==> src/rtl/fir_pkg.sv <==
// Shared types and helpers for the time-multiplexed FIR sequencer.
package fir_pkg;

  localparam int SAMPLE_W_DEF = 8;
  localparam int OUT_W_DEF    = 16;

  typedef enum logic [1:0] {
    IDLE,
    MAC,
    OUT
  } fir_state_e;

  typedef enum logic [1:0] {
    SAT_NONE,
    SAT_HI,
    SAT_LO
  } sat_e;

  // Reports whether v falls outside the signed range of a w-bit result.
  function automatic sat_e saturate(input logic signed [63:0] v, input int w);
    logic signed [63:0] hi;
    logic signed [63:0] lo;
    hi = (64'sd1 <<< (w - 1)) - 64'sd1;
    lo = -hi - 64'sd1;
    if (v > hi) begin
      return SAT_HI;
    end else if (v < lo) begin
      return SAT_LO;
    end
    return SAT_NONE;
  endfunction

endpackage

==> src/rtl/fir_mac_unit.sv <==
// Shared signed multiply-accumulate with a saturating, registered output stage.
module fir_mac_unit
  import fir_pkg::*;
#(
  parameter int SAMPLE_W = SAMPLE_W_DEF,
  parameter int OUT_W    = OUT_W_DEF,
  parameter int ACC_W    = 2 * SAMPLE_W_DEF + 2
) (
  input  logic                       clk,
  input  logic                       rst,
  input  logic                       clr_i,
  input  logic                       en_i,
  input  logic                       load_i,
  input  logic signed [SAMPLE_W-1:0] coef_i,
  input  logic signed [SAMPLE_W-1:0] sample_i,
  output logic signed [OUT_W-1:0]    y_o,
  output logic                       y_sat_o
);

  localparam int PROD_W = 2 * SAMPLE_W;
  localparam logic signed [OUT_W-1:0] Y_MAX = {1'b0, {(OUT_W - 1){1'b1}}};
  localparam logic signed [OUT_W-1:0] Y_MIN = {1'b1, {(OUT_W - 1){1'b0}}};

  logic signed [PROD_W-1:0] prod;
  logic signed [ACC_W-1:0]  acc_q, acc_d, acc_sum;
  logic signed [63:0]       acc_ext;
  logic signed [OUT_W-1:0]  y_q, y_d;
  logic                     y_sat_q, y_sat_d;
  sat_e                     sat_code;

  assign prod     = coef_i * sample_i;
  assign acc_sum  = acc_q + {{(ACC_W - PROD_W){prod[PROD_W-1]}}, prod};
  assign acc_ext  = {{(64 - ACC_W){acc_sum[ACC_W-1]}}, acc_sum};
  assign sat_code = saturate(acc_ext, OUT_W);

  // The output is taken from the sum including the final tap's product.
  always_comb begin
    acc_d   = acc_q;
    y_d     = y_q;
    y_sat_d = y_sat_q;
    if (clr_i) begin
      acc_d = '0;
    end else if (en_i) begin
      acc_d = acc_sum;
    end
    if (load_i) begin
      case (sat_code)
        SAT_HI: begin
          y_d     = Y_MAX;
          y_sat_d = 1'b1;
        end
        SAT_LO: begin
          y_d     = Y_MIN;
          y_sat_d = 1'b1;
        end
        default: begin
          y_d     = acc_sum[OUT_W-1:0];
          y_sat_d = 1'b0;
        end
      endcase
    end
  end

  always_ff @(posedge clk) begin
    if (rst) begin
      acc_q   <= '0;
      y_q     <= '0;
      y_sat_q <= 1'b0;
    end else begin
      acc_q   <= acc_d;
      y_q     <= y_d;
      y_sat_q <= y_sat_d;
    end
  end

  assign y_o     = y_q;
  assign y_sat_o = y_sat_q;

endmodule

==> src/rtl/fir_tdm_sequencer.sv <==
// FIR controller sharing one MAC across all taps: delay line, coefficient
// bank, tap sequencing FSM and valid/ready handshakes.
module fir_tdm_sequencer
  import fir_pkg::*;
#(
  parameter int N        = 4,
  parameter int SAMPLE_W = SAMPLE_W_DEF,
  parameter int OUT_W    = OUT_W_DEF
) (
  input  logic                       clk,
  input  logic                       rst,
  input  logic signed [SAMPLE_W-1:0] x_in,
  input  logic                       in_valid,
  output logic                       in_ready,
  input  logic                       coef_we,
  input  logic [$clog2(N)-1:0]       coef_addr,
  input  logic signed [SAMPLE_W-1:0] coef_wdata,
  output logic                       coef_ready,
  output logic signed [OUT_W-1:0]    y_out,
  output logic                       y_sat,
  output logic                       out_valid,
  input  logic                       out_ready
);

  localparam int ADDR_W = $clog2(N);
  localparam int ACC_W  = 2 * SAMPLE_W + $clog2(N);
  localparam logic [ADDR_W-1:0] LAST_TAP = ADDR_W'(N - 1);

  fir_state_e          state_q, state_d;
  logic [ADDR_W-1:0]   tap_q, tap_d;
  logic signed [SAMPLE_W-1:0] shift_q [N];
  logic signed [SAMPLE_W-1:0] shift_d [N];
  logic signed [SAMPLE_W-1:0] coef_q  [N];
  logic signed [SAMPLE_W-1:0] coef_d  [N];

  logic accept, coef_wr;
  logic mac_clr, mac_en, mac_load;

  assign accept  = (state_q == IDLE) && in_valid;
  assign coef_wr = coef_we && coef_ready;

  // Address decode against each tap index also drops addresses >= N.
  genvar gi;
  generate
    for (gi = 0; gi < N; gi++) begin : g_tap
      if (gi == 0) begin : g_head
        assign shift_d[gi] = accept ? x_in : shift_q[gi];
      end else begin : g_body
        assign shift_d[gi] = accept ? shift_q[gi-1] : shift_q[gi];
      end
      assign coef_d[gi] = (coef_wr && (coef_addr == ADDR_W'(gi))) ? coef_wdata : coef_q[gi];
    end
  endgenerate

  always_ff @(posedge clk) begin
    if (rst) begin
      for (int k = 0; k < N; k++) begin
        shift_q[k] <= '0;
        coef_q[k]  <= '0;
      end
    end else begin
      shift_q <= shift_d;
      coef_q  <= coef_d;
    end
  end

  always_comb begin
    state_d    = state_q;
    tap_d      = tap_q;
    in_ready   = 1'b0;
    coef_ready = 1'b0;
    mac_clr    = 1'b0;
    mac_en     = 1'b0;
    mac_load   = 1'b0;
    case (state_q)
      IDLE: begin
        in_ready   = 1'b1;
        coef_ready = 1'b1;
        if (in_valid) begin
          state_d = MAC;
          tap_d   = '0;
          mac_clr = 1'b1;
        end
      end
      MAC: begin
        mac_en = 1'b1;
        if (tap_q == LAST_TAP) begin
          mac_load = 1'b1;
          state_d  = OUT;
        end else begin
          tap_d = tap_q + 1'b1;
        end
      end
      OUT: begin
        if (out_ready) begin
          state_d = IDLE;
        end
      end
      default: state_d = IDLE;
    endcase
  end

  always_ff @(posedge clk) begin
    if (rst) begin
      state_q <= IDLE;
      tap_q   <= '0;
    end else begin
      state_q <= state_d;
      tap_q   <= tap_d;
    end
  end

  assign out_valid = (state_q == OUT);

  fir_mac_unit #(
    .SAMPLE_W (SAMPLE_W),
    .OUT_W    (OUT_W),
    .ACC_W    (ACC_W)
  ) u_mac (
    .clk      (clk),
    .rst      (rst),
    .clr_i    (mac_clr),
    .en_i     (mac_en),
    .load_i   (mac_load),
    .coef_i   (coef_q[tap_q]),
    .sample_i (shift_q[tap_q]),
    .y_o      (y_out),
    .y_sat_o  (y_sat)
  );

endmodule

==> config.mk <==
export PLATFORM = sky130hd
export DESIGN_NAME = fir_tdm_sequencer
export DESIGN_NICKNAME = d
export VERILOG_FILES = /design/src/rtl/fir_pkg.sv /design/src/rtl/fir_mac_unit.sv /design/src/rtl/fir_tdm_sequencer.sv
export SDC_FILE = /design/constraint.sdc
export NUM_CORES = 1
export LEC_CHECK = 0
export CORE_ASPECT_RATIO = 0.7
export CORE_MARGIN = 3
export CORE_UTILIZATION = 55
export CTS_CLUSTER_DIAMETER = 30
export CTS_CLUSTER_SIZE = 28
export DETAILED_ROUTE_END_ITERATION = 8
export PLACE_DENSITY_LB_ADDON = 0.12
export REMOVE_ABC_BUFFERS = 1
export SLEW_MARGIN = 20
export SYNTH_ARGS = -nofsm -noshare
export SYNTH_HDL_FRONTEND = slang
export SYNTH_SLANG_ARGS = --single-unit
==> constraint.sdc <==
create_clock -name clk -period 7.2 [get_ports clk]
set_input_delay 2.16 -clock clk [delete_from_list [all_inputs] [get_ports clk]]
set_output_delay 2.16 -clock clk [all_outputs]
set_load 0.02 [all_outputs]
* After elaboration in Yosys (flattened, before gate mapping)
Index checks and enable logic that the tools add are counted.
Word-level totals: register bits after elaboration 103, input port bits 23, output and inout port bits 20
Cells by class: add/subtract/negate cells 2, multipliers 1, order comparisons 3, equal/unequal tests 12, mux-type cells 26, bitwise logic cells 1, reduce and logical (&&, ||, !) cells 13
Operators with widths (number):
- $bmux 8 s2 | 2
- $mux 8 | 4
- $pmux 16 s2 | 1
- $add 18x18->18 | 1
- $gt 18x16->1 const B | 1
- $lt 18x16->1 const B | 1
- $mul 8x8->16 | 1
- $mux 2 | 8
- $eq 2x2->1 const B | 5
- $mux 1 | 9
- $eq 2x1->1 const B | 3
- $logic_and 1x1->1 | 6
- $ne 2x2->1 const B | 3
- $pmux 2 s3 | 1
- $reduce_and 3->1 | 2
- $logic_not 2->1 | 2
- $pmux 2 s2 | 1
- $reduce_or 2->1 | 2
- $ge 3x3->1 const B | 1
- $not 2->3 | 1
- $add 2x1->2 const B | 1
- $ne 2x1->1 const B | 1
- $reduce_bool 2->1 | 1

* Logic depth before layout (Yosys ltp)
Gate-level depths: netlist of the first run.
depth in word-level cells 13, depth in mapped cells 35, mapped depth without buffers 31

* By module
Synthesis of the first run repeated with hierarchy kept, for this count alone.
Second synthesis, totals: cell total of the unflattened synthesis 840, area total of the unflattened synthesis 7770.0 µm²
Modules (own cells, without submodules):
- fir_mac_unit | times used 1, cells each 540, area an instance 4769.6 µm², seq. area each 700.7 µm²
- fir_tdm_sequencer | times used 1, cells each 300, area an instance 3000.4 µm², seq. area each 1361.3 µm²

* Least setup slack after synthesis of the first run
No wires, ideal clock.
path kind reg-to-reg, start point reg tap_q[0], end point reg u_mac.y_q[14] (netlist: u_mac.y_o[14]), arrival time 7743 ps, data required time 7114 ps, path slack -629 ps, stages on the path, launching flop included 28, path buffers 4, clock period less this slack 7829 ps, cells stage by stage dfxtp_1 > clkbuf_1 > buf_1 > mux4_2 > and2_1 > fa_1 > fa_1 > fa_1 > inv_1 > fa_1 > inv_1 > ha_1 > or4_1 > o211a_1 > or2_2 > xor2_1 > ha_1 > nand2_1 > a2111oi_0 > a22oi_1 > a211oi_1 > nor3_1 > xor3_1 > nand2b_4 > buf_6 > buf_6 > nand2_1 > a211oi_1
Between the ends: cells in the longest elaborated chain, start to end 12, elaborated cells between the ends (all ways) 21
RTL lines:
- start: declaration | line fir_tdm_sequencer.sv:30 | logic [ADDR_W-1:0] tap_q, tap_d;
- start signal: assignment | line fir_tdm_sequencer.sv:109 | tap_q <= tap_d;
- $not 2->3 (implied by the code) | line fir_tdm_sequencer.sv:125, fir_tdm_sequencer.sv:126
- $bmux 8 s2 (on tied branches) | line fir_tdm_sequencer.sv:125, fir_tdm_sequencer.sv:126
- $mux 8 (on tied branches) (2 in a row) | line fir_tdm_sequencer.sv:125, fir_tdm_sequencer.sv:126
- $mul 8x8->16 | line fir_mac_unit.sv:31 | assign prod = coef_i * sample_i;
- $add 18x18->18 | line fir_mac_unit.sv:32 | assign acc_sum = acc_q + {{(ACC_W - PROD_W){prod[PROD_W-1]}}, prod};
- $lt 18x16->1 | line fir_pkg.sv:27 | end else if (v < lo) begin
- $mux 1 | line fir_pkg.sv:27
- $mux 1 | line fir_pkg.sv:25 | if (v > hi) begin
- $mux 2 | line fir_pkg.sv:30 | return SAT_NONE;
- $eq 2x2->1 or $eq 2x1->1 (tied branches) | line fir_mac_unit.sv:47 | case (sat_code)
- $pmux 16 s2 | line fir_mac_unit.sv:47
- end signal: assignment | line fir_mac_unit.sv:71 | y_q <= y_d;
- end: declaration | line fir_mac_unit.sv:27 | logic signed [OUT_W-1:0] y_q, y_d;
Several ways; a longest one is shown, not always the timed one. The select of a mux whose other input is x is not followed. A chain may end at the register's enable or synchronous reset.

* Worst setup path after layout of the first run
start point reg tap_q[0], end point reg u_mac.y_q[5] (netlist: u_mac.y_o[5])
Same word-level chain as after synthesis.

==> impl_summary.log, run 1 <==
[metrics] result of the run: complete, no violations
[metrics] clock tree from TritonCTS: built
[metrics] asr flop ratio synth: 0
[metrics] number of ports placed on the die boundary: 43
[metrics] startpoint of the worst hold path: shift_q[5]
[metrics] portion of the post-synthesis area used by sequential elements: 0.279
[metrics] clock slew seen by the registers of the worst setup and hold paths: 80 ps
[metrics] Crit path arrival time: 7310 ps
[metrics] headroom to the max-slew limit: 0.228
[metrics] Post-Place Setup Slack: -166 ps
[metrics] sequence of cells on the critical path: buf_12, buf_8, mux4_2, and2_4, fa_1, fa_1, fa_1, inv_1, fa_1, inv_1, ha_2, or4_1, o211a_1, o41ai_4, xnor2_2, ha_2, o21ai_1, a211oi_2, nor3_1, xor3_2, a21oi_4, clkbuf_16, a211oi_1
[metrics] number of flops mapped to enable cells by yosys: 0
[metrics] launch point of the worst path: tap_q[0]
[metrics] maximum number of buffers from clock root to sink: 2
[metrics] total of endpoints with negative setup slack in the final report: 0
[metrics] gp weighted congestion: 0.876
[metrics] data required time at the worst endpoint: 7400 ps
[metrics] Ant. Diodes: 0
[metrics] number of CTS-inserted buffers: 9
[metrics] max-slew violation count: 0
[metrics] later-pin clock latency in the skew report: 360 ps
[metrics] endpoint class of the critical path: flop
[metrics] achievable clock frequency: 141 MHz
[metrics] total routing usage reported by global routing: 0.250
[metrics] final worst path period share: 0.988
[metrics] via count: 6163
[metrics] grt ovf: 0
[metrics] Starting DRT DRC Count: 462
[metrics] library cell contributing the largest single delay on the critical path: mux4_2
[metrics] Critical Path Start Type: flop
[metrics] cell chosen for the clock root: clkbuf_16
[metrics] Worst path most repeated cell: fa_1
[metrics] antenna violations before repair: 0
[metrics] number of global-route vias before repair: 5944
[metrics] number of distinct library cell variants in the gate-level netlist after synthesis: 53
[metrics] H-tree depth: 3
[metrics] cell area after synthesis: 7400 um2
[metrics] leakage component of the power: 3.87 nW
[metrics] non-filler cells, final: 1091
[metrics] wire length of the first global-routing pass: 29300 um
[metrics] measured slew at the worst slew-check pin: 1140 ps
[metrics] # DRC: 0
[metrics] sum of net half-perimeters after detailed placement: 12800 um
[metrics] final hold violation count: 0
[metrics] setup slack after layout: 87.7 ps
[metrics] mean routed wirelength per cell: 16.9 um
[metrics] cell with the most instances after synthesis: nand2_1
[metrics] total clock sinks: 103
[metrics] Hold Path Class: flop to flop
[metrics] Most used DFF post-synth: dfxtp_1
[metrics] worst setup path category: flop to flop
[metrics] number of standard cells after synthesis: 848
[metrics] RSZ-0062 raised after global routing: yes
[metrics] mean number of vias per cell: 5.65
[metrics] standard-cell row count: 34
[metrics] areal power density over the cells: 161 nW/um2
[metrics] remaining antenna violation count after routing: 0
[metrics] Core Box Area: 12800 um2
[metrics] vertical die dimension: 103 um
[metrics] average instance area after synthesis: 8.73 um2
[metrics] DIE WIDTH: 145 um
[metrics] final clock skew: 15.1 ps
[metrics] reg-to-reg critical path startpoint: tap_q[0]
[metrics] max-capacitance violation count: 0
[metrics] fraction of synthesized cell area taken by the top area cell type: 0.279
[metrics] total iterations of the first detailed-routing run: 5
[metrics] Largest stage delay, worst path: 610 ps
[metrics] initial cell density of the core: 0.580
[metrics] Synth Warn #: 0
[metrics] Yosys reg bits: 103
[metrics] dominant cells by area after synthesis: dfxtp_1, fa_1, ha_1, nand2_1, inv_1
[metrics] largest area contributor in the synthesized netlist: dfxtp_1
[metrics] Layout Area Growth over Synthesis: 21.0%
[metrics] filler cell count in the final layout: 991
[metrics] Final #Nets: 1050
[metrics] aggregate routed wire length: 18400 um
[metrics] clock period minus final worst setup slack: 7110 ps
[metrics] pin count of the biggest net entering global routing: 87
[metrics] area enclosed by the die boundary: 14900 um2
[metrics] number of port buffers: 42
[metrics] cell count after placement: 1043
[metrics] share of post-route cells with drive strength above 1: 0.160
[metrics] Worst VDD drop: 0.000114 V
[metrics] list of most frequent post-synthesis cells: nand2_1, dfxtp_1, inv_1
[metrics] worst-path fanout max: 8
repair_timing:
action | 4_1_cts | 5_1_grt
endpoints found under the setup margin | 16 | 20
pin swaps | 11 | 29
gates cloned | 1 | 1
resized for setup | 27 | 49
hold buffers | 0 | 0
endpoints found under the hold margin | 0 | 0
setup buffers | 20 | 10
path summary, 6_finish.rpt:
| kind | endpoint | slack [ps] | cells after the start |
|---|---|---|---|
| worst max-delay path | u_mac.y_o[5] | 90 | 23 |
| worst min-delay path | shift_q[5] | 460 | 2 |
| worst max register to register | u_mac.y_o[5] | 90 | 23 |
| worst min register to register | shift_q[5] | 460 | 2 |
area by class of cell:
| class | count | area, um2 | share of cell area |
|---|---|---|---|
| timing repair buffer | 97 | 922 | 0.103 |
| clock inverter | 7 | 83.8 | 0.00936 |
| tap | 162 | 203 | 0.0226 |
| multi-input combinational | 610 | 5070 | 0.566 |
| inverter | 103 | 389 | 0.0435 |
| clock buffer | 9 | 225 | 0.0252 |
| sequential | 103 | 2060 | 0.230 |
critical path: cells and delay by family, from the launching register on:
kind	cells	cell delay (ps)
xor+xnor	2	600
buf+inv	5	580
flops	1	360
fa+ha+maj	6	2600
simple gates	3	930
mux	1	610
compound gates	6	1240
power by group:
| part | switching (mW) | internal, mW | leakage, nW |
|---|---|---|---|
| logic | 0.196 | 0.146 | 2.89 |
| clock network | 0.258 | 0.249 | 0.143 |
| registers | 0.0104 | 0.585 | 0.835 |
cells in the final DEF, fill, tap and decap left out, drive strengths merged, types with 2 or more instances in the layout:
cell type / n
nand4: 2
a22oi: 2
o211ai: 3
xnor2: 23
clkinv: 2
buf: 55
nand2b: 13
ha: 47
mux4: 15
or3: 2
nand2: 136
fa: 56
inv: 106
and2: 42
o21ai: 17
dfxtp: 103
nor4: 3
nand3: 4
xor2: 5
a211oi: 23
a21oi: 68
nor2b: 3
nor2: 74
mux2i: 34
clkinvlp: 2
clkbuf: 10
clkdlybuf4s50: 41
a21o: 5
nor3: 6
a31o: 2
o21a: 2
o21bai: 5
o41ai: 2
metrics by stage:
| stage | setup TNS, ps | hold WS (ps) | utilization | total power, mW | cell area (um2) |
|---|---|---|---|---|---|
| finish | 0 | 460 | 0.702 | 1.44 | 8950 |
| global route | -1580 | 478 | 0.702 | 1.51 | 8950 |
| CTS | 0 | 461 | 0.679 | 1.42 | 8660 |
| detailed placement | -1810 | 448 | 0.634 | 0.889 | 8090 |
| global placement | 0 | 438 | 0.634 | 0.880 | 8090 |
| floorplan | -5880 | 427 | - | 0.795 | 7250 |
kinds of logic (layout without fill, tap and decap cells):
family / count (synthesis) / count (layout) / synth area share
buffers and inverters: 136 / 216 / 0.0720
adders and majority gates: 103 / 103 / 0.231
muxes: 50 / 50 / 0.0932
and+or+nand+nor: 290 / 291 / 0.174
DFF: 103 / 103 / 0.279
xor gates and xnor gates: 29 / 29 / 0.0363
AOI/OAI and AO/OA: 137 / 137 / 0.115
state kept, by name, indices dropped and copies added, names as in the netlist:
register       cells
u_mac.acc_q       18
u_mac.y_o         16
tap_q              2
coef_q            32
state_q            2
shift_q           32
u_mac.y_sat_o      1
metal layers:
layer  wire, um  vias to the layer above  GRT usage
met5          0                        -          0
li1           -                     2932          -
met3       1260                       26     0.0380
met4        271                        0     0.0538
met1       8730                     3000      0.377
met2       8150                      205      0.382
No activity file was read; power rests on OpenSTA's default activity.
==> inputs of run 2 (changes only) <==
--- a/config.mk
+++ b/config.mk
@@ -5,15 +5,15 @@
 export SDC_FILE = /design/constraint.sdc
 export NUM_CORES = 1
 export LEC_CHECK = 0
-export CORE_ASPECT_RATIO = 0.7
+export CELL_PAD_IN_SITES_DETAIL_PLACEMENT = 1
+export CELL_PAD_IN_SITES_GLOBAL_PLACEMENT = 1
 export CORE_MARGIN = 3
-export CORE_UTILIZATION = 55
+export CORE_UTILIZATION = 42
 export CTS_CLUSTER_DIAMETER = 30
 export CTS_CLUSTER_SIZE = 28
 export DETAILED_ROUTE_END_ITERATION = 8
 export PLACE_DENSITY_LB_ADDON = 0.12
 export REMOVE_ABC_BUFFERS = 1
-export SLEW_MARGIN = 20
 export SYNTH_ARGS = -nofsm -noshare
 export SYNTH_HDL_FRONTEND = slang
 export SYNTH_SLANG_ARGS = --single-unit
==> run 2 against run 1 <==
  * Power increased by 1.8%
  * First-iteration DRC count decreased by 55%
  * Fmax increased by 0.64%
  * Clock power increased by 6.9%
  * Clock skew decreased by 2.0 ps
  * Count of clock-buffer cells in the layout unchanged
  * Sequential share of layout area increased by 0.086 points
  * Critical path type unchanged
  * Largest power group unchanged
  * Highest routed layer unchanged
==> impl_summary.log, run 2 (same netlist as run 1, synthesis figures left out) <==
[metrics] library cell contributing the largest single delay on the critical path: mux4_2 (unchanged)
[metrics] cell internal pwr: 1.01 mW (was 0.980 mW)
[metrics] Worst VDD drop: 0.000124 V (was 0.000114 V)
[metrics] final worst path period share: 0.982 (was 0.988)
[metrics] total of endpoints with negative setup slack in the final report: 0 (unchanged)
[metrics] headroom to the max-slew limit: 0.226 (was 0.228)
[metrics] Post-Place Setup Slack: -149 ps (was -166 ps)
[metrics] setup slack after layout: 133 ps (was 87.7 ps)
[metrics] filler cell count in the final layout: 1955 (was 991)
[metrics] RSZ-0062 raised after global routing: yes (unchanged)
[metrics] Core Box Area: 16900 um2 (was 12800 um2)
[metrics] gp weighted congestion: 0.865 (was 0.876)
[metrics] clock slew seen by the registers of the worst setup and hold paths: 80 ps (about the same)
[metrics] commonest cells after routing, fill and taps aside: nand2_1, dfxtp_1, inv_1, nor2_1, a21oi_1 (unchanged)
[metrics] number of global-route vias before repair: 6446 (was 5944)
[metrics] remaining antenna violation count after routing: 0 (unchanged)
[metrics] area enclosed by the die boundary: 19300 um2 (was 14900 um2)
[metrics] Starting DRT DRC Count: 206 (was 462)
[metrics] grt ovf: 0 (unchanged)
[metrics] endpoint class of the critical path: flop (unchanged)
[metrics] commonest non-fill, non-tap cell in the layout: nand2_1 (unchanged)
[metrics] fraction of power consumed by sequential logic: 0.405 (was 0.412)
[metrics] mean routed wirelength per cell: 16.9 um (about the same)
[metrics] maximum number of buffers from clock root to sink: 2 (unchanged)
[metrics] area occupied by multi-input gates: 5040 um2 (was 5070 um2)
[metrics] mean number of vias per cell: 5.27 (was 5.65)
[metrics] net switching component of the power: 0.464 mW (was 0.465 mW)
[metrics] total clock sinks: 103 (unchanged)
[metrics] Crit path arrival time: 7270 ps (was 7310 ps)
[metrics] Critical Path Start Type: flop (unchanged)
[metrics] DIE WIDTH: 139 um (was 145 um)
[metrics] max-slew violation count: 0 (unchanged)
[metrics] share of power burned in the clock network: 0.369 (was 0.351)
[metrics] achievable clock frequency: 142 MHz (was 141 MHz)
[metrics] max-capacitance violation count: 0 (unchanged)
[metrics] later-pin clock latency in the skew report: 370 ps (was 360 ps)
[metrics] # DRC: 0 (unchanged)
[metrics] data required time at the worst endpoint: 7400 ps (about the same)
[metrics] final hold violation count: 0 (unchanged)
[metrics] final clock skew: 13.1 ps (was 15.1 ps)
[metrics] wire length of the first global-routing pass: 31300 um (was 29300 um)
[metrics] Ant. Diodes: 0 (unchanged)
[metrics] Logic pwr share: 0.226 (was 0.237)
[metrics] Hold Path Class: flop to flop (unchanged)
[metrics] switching power as a share of total power: 0.316 (was 0.321)
[metrics] worst setup path category: flop to flop (unchanged)
[metrics] via count: 5994 (was 6163)
[metrics] instance area after placement: 8170 um2 (was 8090 um2)
[metrics] sum of net half-perimeters after detailed placement: 14200 um (was 12800 um)
[metrics] sequential cell area in the final layout: 2070 um2 (was 2060 um2)
[metrics] number of ports placed on the die boundary: 43 (unchanged)
[metrics] vertical die dimension: 139 um (was 103 um)
[metrics] result of the run: complete, no violations (unchanged)
[metrics] total iterations of the first detailed-routing run: 4 (was 5)
[metrics] leakage component of the power: 3.83 nW (was 3.87 nW)
[metrics] Largest stage delay, worst path: 630 ps (was 610 ps)
[metrics] Layout Area Growth over Synthesis: 20.7% (was 21.0%)
[metrics] standard-cell row count: 47 (was 34)
[metrics] Final #Nets: 1039 (was 1050)
[metrics] total power after layout: 1.47 mW (was 1.44 mW)
[metrics] aggregate routed wire length: 19300 um (was 18400 um)
[metrics] antenna violations before repair: 0 (unchanged)
[metrics] measured slew at the worst slew-check pin: 1160 ps (was 1140 ps)
[metrics] cell chosen for the clock root: clkbuf_16 (unchanged)
[metrics] number of CTS-inserted buffers: 9 (unchanged)
[metrics] Design Area, Final: 8930 um2 (was 8950 um2)
[metrics] share of post-route cells with drive strength above 1: 0.149 (was 0.160)
[metrics] total routing usage reported by global routing: 0.196 (was 0.250)
[metrics] pin count of the biggest net entering global routing: 87 (unchanged)
[metrics] areal power density over the cells: 165 nW/um2 (was 161 nW/um2)
[metrics] H-tree depth: 3 (unchanged)
[metrics] worst-path fanout max: 16 (was 8)
[metrics] clock tree from TritonCTS: built (unchanged)
[metrics] number of port buffers: 42 (unchanged)
[metrics] initial cell density of the core: 0.437 (was 0.580)
[metrics] clock period minus final worst setup slack: 7070 ps (was 7110 ps)
[metrics] largest registers: coef_q x32, shift_q x32, u_mac.acc_q x18 (unchanged)
## run 2: cell types whose count changed in the layout (fill, tap and decap cells not counted), sizes merged
cell,change
buf,-11
bufinv,+1
clkinv,+1
clkinvlp,-2
## run 2: worst max-delay path: cells and delay by family (launching register included)
family | cells | cell delay, ps
AOI/OAI and AO/OA | 5 | 820
xor gates and xnor gates | 2 | 680
adders and majority gates | 6 | 2510
buffers and inverters | 7 | 600
DFF | 1 | 400
muxes | 1 | 630
and+or+nand+nor | 6 | 1260
## run 2: worst paths after layout
kind,start,to,slack [ps],depth (start not counted)
hold / removal,shift_q[4],shift_q[4],460,2
setup / recovery,tap_q[0],u_mac.y_o[2],130,27
setup reg to reg,tap_q[0],u_mac.y_o[2],130,27
hold reg to reg,shift_q[4],shift_q[4],460,2
## run 2: final cells by class
class	instances	area share
flip-flops and latches	103	0.231
inverters	103	0.0436
multi-input cells	610	0.565
clock inverters	7	0.0112
repair buffers	86	0.0932
clock buffers	9	0.0252
well taps	220	0.0308
## run 2: per-stage QoR
step                hold slack [ps]  instances  TNS [ps]   util
floorplan                       427        815     -5880      -
global placement                441       1102         0  0.482
detailed placement              449       1102     -1410  0.482
CTS                             461       1122         0  0.505
global route                    488       1138     -2720  0.527
finish                          458       1138         0  0.527
## run 2: timing repair
| action | in CTS | in global routing |
|---|---|---|
| pin swaps | 0 | 33 |
| gates cloned | 1 | 1 |
| gates resized for setup | 9 | 64 |
| setup buffers | 3 | 15 |
| endpoints found under the setup margin | 15 | 19 |
| hold buffers | 0 | 0 |
## run 2: power groups by stage
stage	sequential [mW]	combinational, mW	clock, mW
global placement	0.607	0.283	0
CTS	0.595	0.304	0.556
detailed placement	0.608	0.293	0
global route	0.598	0.366	0.583
finish	0.596	0.332	0.543
floorplan	0.609	0.186	0
## run 2: routing by layer
metal	global-route usage	up-vias	part of all wire
met1	0.242	2991	0.45
met5	0	-	0
met3	0.0359	30	0.021
li1	-	2900	-
met4	0.0582	0	0.021
met2	0.348	73	0.51
